[src/rtl/bridge_reg_bank_if.sv]
// Bridge-side register access bus for bridge_reg_bank.
//
// Handshake: bridge_wr and bridge_rd are single-cycle strobes qualified by
// bridge_addr (and bridge_wr_data for writes). There is no back-pressure.
// Every strobe is accepted on the clock edge where it is high. For a read,
// bridge_rd_data is valid one cycle after the strobe and holds until the
// next read. Strobes may be issued on consecutive cycles.
//
// Signals:
//   bridge_addr     byte address (bits [1:0] ignored by the bank)
//   bridge_wr       write strobe
//   bridge_wr_data  write data
//   bridge_rd       read strobe
//   bridge_rd_data  registered read data (driven by the bank)
interface bridge_reg_bank_if;
  logic [31:0] bridge_addr;
  logic        bridge_wr;
  logic [31:0] bridge_wr_data;
  logic        bridge_rd;
  logic [31:0] bridge_rd_data;

  modport master (
    output bridge_addr,
    output bridge_wr,
    output bridge_wr_data,
    output bridge_rd,
    input  bridge_rd_data
  );

  modport slave (
    input  bridge_addr,
    input  bridge_wr,
    input  bridge_wr_data,
    input  bridge_rd,
    output bridge_rd_data
  );
endinterface

[src/rtl/bridge_reg_bank.sv]
// Bank of host-writable 32-bit configuration registers on one bridge leaf.
//
// Each register keeps a shadow copy (what the host wrote, and what reads
// return) and a live copy (what the core sees on regs_out). In immediate
// mode the live copy follows every write. In commit mode the host arms a
// commit through the CTRL word and all live copies update together on the
// next frame_sync, or at once when the host forces a commit.
//
// Ports:
//   clk_74a         single clock, bridge domain
//   reset_n         synchronous active-low reset
//   bridge          register access bus (slave side)
//   frame_sync      one-cycle frame boundary pulse (commit mode only)
//   regs_out        live register values
//   reg_changed     one-cycle pulse per register whose live value changed
//   commit_pending  a commit is armed and waiting for frame_sync
//
// Address map: register i at BASE_ADDR + 4*i, CTRL at BASE_ADDR + 4*NUM_REGS.
// CTRL (commit mode): bit0 arm/cancel, bit1 force commit; reads back
// {30'b0, 1'b0, commit_pending}. In immediate mode CTRL reads 0.
module bridge_reg_bank #(
  parameter int                         NUM_REGS     = 4,
  parameter logic [31:0]                BASE_ADDR    = 32'h0010_0000,
  parameter logic [NUM_REGS-1:0][31:0]  RESET_VALUES = '0,
  parameter logic [NUM_REGS-1:0][31:0]  WRITE_MASK   = '1,
  parameter bit                         COMMIT_MODE  = 1'b0
) (
  input  logic                         clk_74a,
  input  logic                         reset_n,
  bridge_reg_bank_if.slave             bridge,
  input  logic                         frame_sync,
  output logic [NUM_REGS-1:0][31:0]    regs_out,
  output logic [NUM_REGS-1:0]          reg_changed,
  output logic                         commit_pending
);

  localparam logic [29:0] BASE_IDX = BASE_ADDR[31:2];
  localparam logic [29:0] CTRL_IDX = 30'(NUM_REGS);

  logic [NUM_REGS-1:0][31:0] shadow;
  logic [NUM_REGS-1:0][31:0] shadow_next;
  logic [NUM_REGS-1:0][31:0] live;
  logic [NUM_REGS-1:0][31:0] live_next;
  logic [NUM_REGS-1:0]       changed_next;
  logic [29:0]               word_idx;
  logic                      ctrl_wr;
  logic                      force_commit;
  logic                      do_commit;
  logic                      pending_next;
  logic [31:0]               rd_value;
  logic [31:0]               rd_data;
  logic                      unused_addr_bits;

  // Word index relative to the bank. Addresses below BASE_ADDR wrap to a
  // large index and therefore fall out of range.
  assign word_idx         = bridge.bridge_addr[31:2] - BASE_IDX;
  assign unused_addr_bits = ^bridge.bridge_addr[1:0];

  assign ctrl_wr      = COMMIT_MODE && bridge.bridge_wr && (word_idx == CTRL_IDX);
  assign force_commit = ctrl_wr && bridge.bridge_wr_data[1];
  // Both commit sources look at the state before the edge, so a register
  // written in the same cycle stays in shadow for the following commit.
  assign do_commit    = force_commit || (commit_pending && frame_sync);

  always_comb begin
    shadow_next = shadow;
    for (int i = 0; i < NUM_REGS; i++) begin
      if (bridge.bridge_wr && (word_idx == 30'(i))) begin
        shadow_next[i] = (shadow[i] & ~WRITE_MASK[i]) |
                         (bridge.bridge_wr_data & WRITE_MASK[i]);
      end
    end
  end

  always_comb begin
    live_next = live;
    if (!COMMIT_MODE) begin
      live_next = shadow_next;
    end else if (do_commit) begin
      live_next = shadow;
    end
  end

  always_comb begin
    changed_next = '0;
    for (int i = 0; i < NUM_REGS; i++) begin
      changed_next[i] = (live_next[i] != live[i]);
    end
  end

  // A CTRL write decides the new pending state; a frame commit without a
  // CTRL write simply clears it. Cancel together with frame_sync therefore
  // still commits (do_commit uses the old pending) and ends at 0.
  always_comb begin
    pending_next = commit_pending;
    if (!COMMIT_MODE) begin
      pending_next = 1'b0;
    end else if (force_commit) begin
      pending_next = 1'b0;
    end else if (ctrl_wr) begin
      pending_next = bridge.bridge_wr_data[0];
    end else if (do_commit) begin
      pending_next = 1'b0;
    end
  end

  // Reads see the shadow before any same-cycle write.
  always_comb begin
    rd_value = '0;
    for (int i = 0; i < NUM_REGS; i++) begin
      if (word_idx == 30'(i)) begin
        rd_value = shadow[i];
      end
    end
    if (word_idx == CTRL_IDX) begin
      rd_value = {31'b0, commit_pending};
    end
  end

  always_ff @(posedge clk_74a) begin
    if (!reset_n) begin
      shadow         <= RESET_VALUES;
      live           <= RESET_VALUES;
      reg_changed    <= '0;
      commit_pending <= 1'b0;
      rd_data        <= '0;
    end else begin
      shadow         <= shadow_next;
      live           <= live_next;
      reg_changed    <= changed_next;
      commit_pending <= pending_next;
      if (bridge.bridge_rd) begin
        rd_data <= rd_value;
      end
    end
  end

  assign regs_out              = live;
  assign bridge.bridge_rd_data = rd_data;

endmodule
[src/flat_wrapper.sv]
// flat-port wrapper written by rule: the top's interface ports become plain ports
module bridge_reg_bank_flat 
#(
  parameter int                         NUM_REGS     = 4,
  parameter logic [31:0]                BASE_ADDR    = 32'h0010_0000,
  parameter logic [NUM_REGS-1:0][31:0]  RESET_VALUES = '0,
  parameter logic [NUM_REGS-1:0][31:0]  WRITE_MASK   = '1,
  parameter bit                         COMMIT_MODE  = 1'b0
)
  (clk_74a, reset_n, frame_sync, regs_out, reg_changed, commit_pending, bridge_bridge_addr, bridge_bridge_wr, bridge_bridge_wr_data, bridge_bridge_rd, bridge_bridge_rd_data);
  bridge_reg_bank_if bridge_i ();
  input  logic clk_74a;
  input  logic reset_n;
  input  logic frame_sync;
  output logic [NUM_REGS-1:0][31:0] regs_out;
  output logic [NUM_REGS-1:0] reg_changed;
  output logic commit_pending;
  input wire logic [$bits(bridge_i.bridge_addr)-1:0] bridge_bridge_addr;
  input wire logic [$bits(bridge_i.bridge_wr)-1:0] bridge_bridge_wr;
  input wire logic [$bits(bridge_i.bridge_wr_data)-1:0] bridge_bridge_wr_data;
  input wire logic [$bits(bridge_i.bridge_rd)-1:0] bridge_bridge_rd;
  output wire logic [$bits(bridge_i.bridge_rd_data)-1:0] bridge_bridge_rd_data;
  assign bridge_i.bridge_addr = bridge_bridge_addr;
  assign bridge_i.bridge_wr = bridge_bridge_wr;
  assign bridge_i.bridge_wr_data = bridge_bridge_wr_data;
  assign bridge_i.bridge_rd = bridge_bridge_rd;
  assign bridge_bridge_rd_data = bridge_i.bridge_rd_data;
  bridge_reg_bank #(.NUM_REGS(NUM_REGS), .BASE_ADDR(BASE_ADDR), .RESET_VALUES(RESET_VALUES), .WRITE_MASK(WRITE_MASK), .COMMIT_MODE(COMMIT_MODE)) u_core (.clk_74a(clk_74a), .reset_n(reset_n), .bridge(bridge_i), .frame_sync(frame_sync), .regs_out(regs_out), .reg_changed(reg_changed), .commit_pending(commit_pending));
endmodule
[config.mk]
export PLATFORM = sky130hd
export DESIGN_NAME = bridge_reg_bank_flat
export DESIGN_NICKNAME = d
export VERILOG_FILES = /design/src/rtl/bridge_reg_bank_if.sv /design/src/rtl/bridge_reg_bank.sv /design/src/flat_wrapper.sv
export SDC_FILE = /design/constraint.sdc
export NUM_CORES = 1
export LEC_CHECK = 0
export ABC_AREA = 1
export CAP_MARGIN = 20
export CORE_UTILIZATION = 45
export DETAILED_ROUTE_END_ITERATION = 12
export PLACE_DENSITY = 0.73
export SYNTH_ARGS = -nofsm -noshare
export SYNTH_HDL_FRONTEND = slang
export SYNTH_SLANG_ARGS = --single-unit
[constraint.sdc]
create_clock -name clk_74a -period 5.45 [get_ports clk_74a]
set_clock_uncertainty 0.2 [all_clocks]
set_input_delay 0.545 -clock clk_74a [delete_from_list [all_inputs] [get_ports clk_74a]]
set_output_delay 0.545 -clock clk_74a [all_outputs]
set_load 0.05 [all_outputs]
* Word level (Yosys, flattened, before mapping)
Cells that the tools add are included.
** Storage, ports and cells
- Register bits after elaboration :: 164
- Output and inout bits :: 165
- Logic and storage cells :: 29
** Cells by class
- Add/sub/neg operators :: 1
- Equal/unequal tests :: 8
- Multiplexer cells :: 9
- Reduce and logical (&&, ||, !) cells :: 5
** Operator list (number)
- 32-bit two-way mux :: 9
- 32-bit inequality test :: 4
- 30-bit by 2-bit == test with 1-bit output, second input constant :: 2
- 30-bit by 1-bit == test with 1-bit output, second input constant :: 1
- 30-bit by 3-bit == test with 1-bit output, second input constant :: 1
- 30-bit logical NOT :: 1
- 30-bit by 19-bit subtractor with 30-bit output, second input constant :: 1
- 1-bit logical AND :: 4

* Depth between registers and ports, before layout
- Depth in word-level cells :: 7
- Depth in mapped cells :: 17
- Gate-level depth less buffers :: 16

* Worst setup path before layout
Ideal clock, no wire load.
- Path type :: input-to-reg
- Start :: input port bridge_bridge_addr[11]
- End :: register u_core.shadow[77] (netlist name)
- Library setup time :: 0.132 ns
- Arrival time :: 2.088 ns
- Slack :: 3.030 ns
- Stages on the path :: 11
- Path buffers :: 2
- Cell sequence :: or2_1 -> nor2_2 -> nand3_4 -> nor2_2 -> nand2_2 -> nor2_4 -> buf_2 -> inv_1 -> clkbuf_1 -> nand2_1 -> a21oi_1
** On the way
- Cells in the longest elaborated chain, start to end :: 4
** Ends and longest elaborated chain
- start, declared :: line flat_wrapper.sv:18 : input wire logic [$bits(bridge_i.bridge_addr)-1:0] bridge_bridge_addr;
- 30-bit by 19-bit subtractor with 30-bit output :: line bridge_reg_bank.sv:56 : assign word_idx = bridge.bridge_addr[31:2] - BASE_IDX;
- 30-bit by 2-bit == test with 1-bit output :: line bridge_reg_bank.sv:68 : if (bridge.bridge_wr && (word_idx == 30'(i))) begin
- 1-bit logical AND :: line bridge_reg_bank.sv:68
- 32-bit two-way mux :: line bridge_reg_bank.sv:68
- end signal, assigned :: line bridge_reg_bank.sv:128 : shadow <= shadow_next;
- end, declared :: line bridge_reg_bank.sv:40 : logic [NUM_REGS-1:0][31:0] shadow;
No other way between the ends.
A chain may end at the register's enable or synchronous reset.

* Worst setup path in the final report
- Start :: input port bridge_bridge_addr[20]
- End :: register u_core.reg_changed[2]
** On the way
- Cells in the longest elaborated chain, start to end :: 5
** Ends and longest elaborated chain
- 30-bit by 19-bit subtractor with 30-bit output :: line bridge_reg_bank.sv:56
- 30-bit by 2-bit == test with 1-bit output :: line bridge_reg_bank.sv:68
- 1-bit logical AND :: line bridge_reg_bank.sv:68
- 32-bit two-way mux :: line bridge_reg_bank.sv:68
- 32-bit inequality test :: line bridge_reg_bank.sv:87 : changed_next[i] = (live_next[i] != live[i]);
- end signal, assigned :: line bridge_reg_bank.sv:130 : reg_changed <= changed_next;
- end, declared :: line bridge_reg_bank.sv:33 : output logic [NUM_REGS-1:0] reg_changed,
No other way between the ends.

==> summary.txt <==
Max VDD drop = 0.183 mV
largest net degree at the start of global routing = 78
Synth area leader = dfxtp_1
Worst EP required = 5620 ps
root buf cell = clkbuf_16
Setup crit start kind = primary input
Post-synth top cells = 437 x nand2_1, 181 x inv_1, 167 x nand3_1
EDFF count, synth = 0
top cell type's share of synthesized area = 0.330
design internal power = 1.85 mW
sequential power share = 0.465
fin. max-slew vios = 0
HP Class = reg -> reg
sequential area share after synthesis = 0.330
Hold Crit Depth = 2
area grow syn2layout = 28.8%
# diodes = 0
Hold Path Sink = u_core.bridge.bridge_rd_data[19]
mapped cell area = 9950 µm²
power share of the clock group = 0.459
first-pass iteration count of the detailed router = 6
largest cells by area after synthesis = dfxtp_1 33%, nand2_1 16%, nand4_1 9.4%
DRC Markers = 0
r2r worst-path depth = 4
switch share = 0.282
Reg clk slew, reported paths = 70 ps
most used cell, CP = nor2_1
FF-to-FF Start = u_core.shadow[54]
area of the core = 21800 µm²
share of post-route cells with drive strength above 1 = 0.0408
io pins = 234
Final ANT Viol Nets = 0
Synth cell types = 29
part of the power in combinational logic = 0.076
Synth Register Bits = 164
Sw Pwr = 725 µW
Detail Placement HPWL = 33000 µm
Post-CTS Setup Bufs = 0
Fmax achieved = 264 MHz
met3 usage = 0.0879
number of global-route vias before repair = 10800
WL final = 46500 µm
Critical-path top delay cell = nor2_4
worst-path fanout max = 61
PortBufs = 229
Final setup viols = 0
CP Cell Sequence = clkdlybuf4s50_1 > inv_2 > nor2_1 > nand2_1 > nor2_1 > nand2_2 > nor2_2 > nand2_2 > nor2_4 > buf_12 > nand3_1 > nand2_1 > nor2_1 > nand2_1 > nor2_1 > nand3_1 > nor2_1 > nor2_1
die area = 22700 µm²
worst hold start = u_core.bridge.bridge_rd_data[19]
met2 GRT Util = 0.609
Area after DPL = 12200 µm²
Syn Area/Cell = 6.13 µm²
Max Cap Viol = 0
post-CTS sizing = 0
Clock Tree Buf Depth = 2
DR vias = 12300
status = finished clean
CP Capture Type = flop
die width = 151 µm
Initial Utilization = 0.457
RSZ-0062 raised after global routing = no
floorplan row count = 54
layout net count = 1820
Worst Path Arrival = 3960 ps
# placed instances = 2010
GPL Wtd Cong = 0.985
RR Endpoint = u_core.bridge.bridge_rd_data[22]
Routed wire per std cell = 22.7 µm
CTS buffer count = 17
slew margin rel. = 0.316
H-tree lvl count = 4
DRT iter0 DRCs = 1493
final period utilization = 0.694
Reg2Reg Setup Slack = 3520 ps
Final Hold Fails = 0
Crit path largest cell delay = 610 ps
fin crit period = 3780 ps
PwrDens = 201 nW/µm²
Post-Layout Cell Count = 2044
hold_ws = 263 ps
Primary FF master, synth = dfxtp_1
GRT Resource Usage Total = 0.411
Final TNS setup = 0 ps
cell area after layout = 12800 µm²
Chip Height = 151 µm
met1 Use GR = 0.571
leakage = 4.58 nW
CTS Sinks = 164
initial antenna violation count = 0
most frequent cell after synthesis = nand2_1
GR peak layer = met2
Via-to-Cell Ratio = 5.99
post-layout util = 0.589
CTS tree = yes
asr flop ratio synth = 0
Ys Warns = 0
first-pass GRT wire length = 67800 µm
worst slew pin tran = 1020 ps
global route overflow = 0
Syn Inst Count = 1624
type of the worst setup path = in -> reg
Syn Nets = 1693
worst skew pair latency = 440 ps
Post-CTS Hold Buffers = 0
-- stage by stage --
stage,worst slack [ps],power (mW)
floorplan,3030,1.31
global placement,1360,1.41
detailed placement,1310,1.41
CTS,1750,2.57
global route,1590,2.64
finish,1670,2.58
-- critical path, delay by kind of cell --
kind	cells	cell delay [ps]
buffers and inverters	3	880
and+or+nand+nor	15	2480
-- final cells by class --
class / instances / area [µm²]
multi-input combinational: 1134 / 5410
fill: 2145 / 8940
timing repair buffer: 249 / 2530
sequential: 164 / 3280
clock buffer: 19 / 433
clock inverter: 13 / 116
inverter: 185 / 697
tap: 280 / 350
-- worst max-delay path by stage --
stage	start	to	slack, ps	cells past startpoint
after global placement	bridge_bridge_addr[20]	u_core.reg_changed[2]	1360	18
after CTS	bridge_bridge_addr[20]	u_core.shadow[95]	1750	12
after detailed placement	bridge_bridge_addr[20]	u_core.shadow[95]	1310	12
after global routing	bridge_bridge_addr[20]	u_core.reg_changed[2]	1590	18
final	bridge_bridge_addr[20]	u_core.reg_changed[2]	1670	18
after floorplan	bridge_bridge_addr[11]	u_core.shadow[77]	3030	11
-- cell families after synthesis --
family,synth area share
flops,0.330
compound gates,0.140
buf+inv,0.130
simple gates,0.400
other cells,0.000377
-- sequential cells by signal, summed over array words and instances, names as in the netlist --
name / flops
u_core.reg_changed: 4
u_core.bridge.bridge_rd_data: 32
u_core.shadow: 96
u_core.regs_out: 32
-- layer usage --
metal,vias to the layer above,share of wire
li1,5653,-
met1,5684,0.40
met2,809,0.44
met3,106,0.12
met4,0,0.040
met5,-,0
-- cell usage in the layout (no fill, tap or decap), types with 5 or more instances in the layout --
cell type,netlist,layout
inv_1,181,180
clkbuf_16,0,17
nor2_1,99,98
dfxtp_1,164,164
nor2_2,4,5
clkdlybuf4s50_1,0,228
buf_4,5,15
nand2_1,437,437
nand3b_1,5,5
nand3_1,167,167
a21oi_1,165,165
o221ai_1,27,27
o21ai_0,59,59
nand4_1,149,149
-- power groups by stage --
stage / sequential (mW) / combinational [mW] / clock (mW)
floorplan: 1.23 / 0.0889 / 0
global placement: 1.23 / 0.184 / 0
detailed placement: 1.23 / 0.185 / 0
CTS: 1.20 / 0.186 / 1.18
global route: 1.20 / 0.201 / 1.24
finish: 1.20 / 0.195 / 1.18
(Power assumes the default switching activity.)
==> RTL edit, RTL diff (same flow settings) <==
`COMMIT_MODE` is set to 1'b0 in 2 places; all go to 1'b1.
--- a/src/rtl/bridge_reg_bank.sv
+++ b/src/rtl/bridge_reg_bank.sv
@@ -23,7 +23,7 @@
   parameter logic [31:0]                BASE_ADDR    = 32'h0010_0000,
   parameter logic [NUM_REGS-1:0][31:0]  RESET_VALUES = '0,
   parameter logic [NUM_REGS-1:0][31:0]  WRITE_MASK   = '1,
-  parameter bit                         COMMIT_MODE  = 1'b0
+  parameter bit                         COMMIT_MODE  = 1'b1
 ) (
   input  logic                         clk_74a,
   input  logic                         reset_n,
--- a/src/flat_wrapper.sv
+++ b/src/flat_wrapper.sv
@@ -5,7 +5,7 @@
   parameter logic [31:0]                BASE_ADDR    = 32'h0010_0000,
   parameter logic [NUM_REGS-1:0][31:0]  RESET_VALUES = '0,
   parameter logic [NUM_REGS-1:0][31:0]  WRITE_MASK   = '1,
-  parameter bit                         COMMIT_MODE  = 1'b0
+  parameter bit                         COMMIT_MODE  = 1'b1
 )
   (clk_74a, reset_n, frame_sync, regs_out, reg_changed, commit_pending, bridge_bridge_addr, bridge_bridge_wr, bridge_bridge_wr_data, bridge_bridge_rd, bridge_bridge_rd_data);
   bridge_reg_bank_if bridge_i ();
Function: changed (a bounded check fails within 4 cycles, from zero or initial values and one cycle with reset_n low).
==> RTL edit against the unedited design <==
- worst setup slack improved by 340 ps
- sequential cell count increased by 129
- power increased by 74%
- clock power increased by 86%
- critical endpoint unchanged
- wire length decreased by 5.5%
- via count increased by 14%
- global-route usage decreased by 15 points
- largest power group is now clock
- synthesized area increased by 44%
- design area increased by 38%
==> RTL edit: results <==
[clocking]
cts_buffers = 31
h-tree-depth = 1
cts_buffer_depth = 3
clk_latency_ps = 560

[grt]
antenna_found_initial = 1
grtUsageTotal = 0.2614

[placement]
gp_congestion = 0.8588
io_buffers = 231
place_area_um2 = 16460
place_inst = 2499

[outcome]
status = "completed"

[drt]
drt_iter0_markers = 1358
routed_wl_um = 43930

[power_and_ir_drop]
irDropWorstVdd_mv = 0.2170
p_leak_nw = 6.631

[finish]
nFillCells = 2836
nNetsFinal = 2210
finalNonFillerCells = 2560
final_common_cell = "nor2_1"

[min_path]
min_from = "u_core.bridge.bridge_rd_data[30]"
worst_hold_path.endpoint = "u_core.bridge.bridge_rd_data[30]"

[worst_setup_path]
r2r-end = "u_core.reg_changed[2]"
cp_slowest_cell = "nand2_8"
critPathArrivalTime_ps = 3730
rr_startpoint = "u_core.commit_pending"
cp_slowest_stage_delay_ps = 550

[synthesis]
synth_area_leaders = "dfxtp_1, a211oi_1, nor2_1"
post_synth_num_cell_types = 30
==> RTL edit: cell types whose count changed after synthesis, moves of 91 or more <==
cell,delta
nand2_1,-109
a211oi_1,+180
a21oi_1,-91
dfxtp_1,+129
nand4_1,-149
nor2_1,+237
==> RTL edit: cells by family (layout without fill, tap and decap cells) <==
kind of cell,after synthesis,after routing,share of synthesized area
flops,293,293,0.4095
other cells,0,1,0
buf+inv,320,484,0.1048
simple gates,958,958,0.2934
compound gates,428,428,0.1923
==> RTL edit: report_power, final <==
group / switching (mW) / total, mW / internal, mW
Clock: 0.876 / 2.20 / 1.32
Combinational: 0.0932 / 0.144 / 0.0511
Sequential: 0.000155 / 2.14 / 2.14
==> RTL edit: worst register-to-register path, delay by kind of cell, from the launching register on <==
family | cells | cell delay (ps)
AOI/OAI and AO/OA | 1 | 200
and+or+nand+nor | 9 | 1430
DFF | 1 | 390
buffers and inverters | 1 | 520
==> RTL edit: layout make-up <==
class,count,area (µm²),share of cell area
Inverter,180,683.2,0.03870
Multi-Input combinational cell,1386,6973,0.3950
Timing Repair Buffer,249,2577,0.1460
Tap cell,396,495.5,0.02807
Clock inverter,12,166.4,0.009426
Clock buffer,43,890.9,0.05046
Sequential cell,293,5866,0.3322
Antenna cell,1,2.502,0.0001417
==> RTL edit: metal layers <==
metal | track usage | share of wire | vias up
met5 | 0 | 0 | -
met2 | 0.3842 | 0.42 | 522
met1 | 0.3852 | 0.47 | 6392
li1 | - | - | 7015
met3 | 0.04830 | 0.087 | 60
met4 | 0.07761 | 0.026 | 0
==> RTL edit: stage by stage <==
step	setup slack [ps]	utilization	hold slack (ps)
finish	2005	0.5697	266.2
floorplan	3133	-	259.8
global route	1733	0.5697	286.6
global placement	1615	0.5313	253.3
detailed placement	1531	0.5313	258.6
CTS	2099	0.5654	268.5
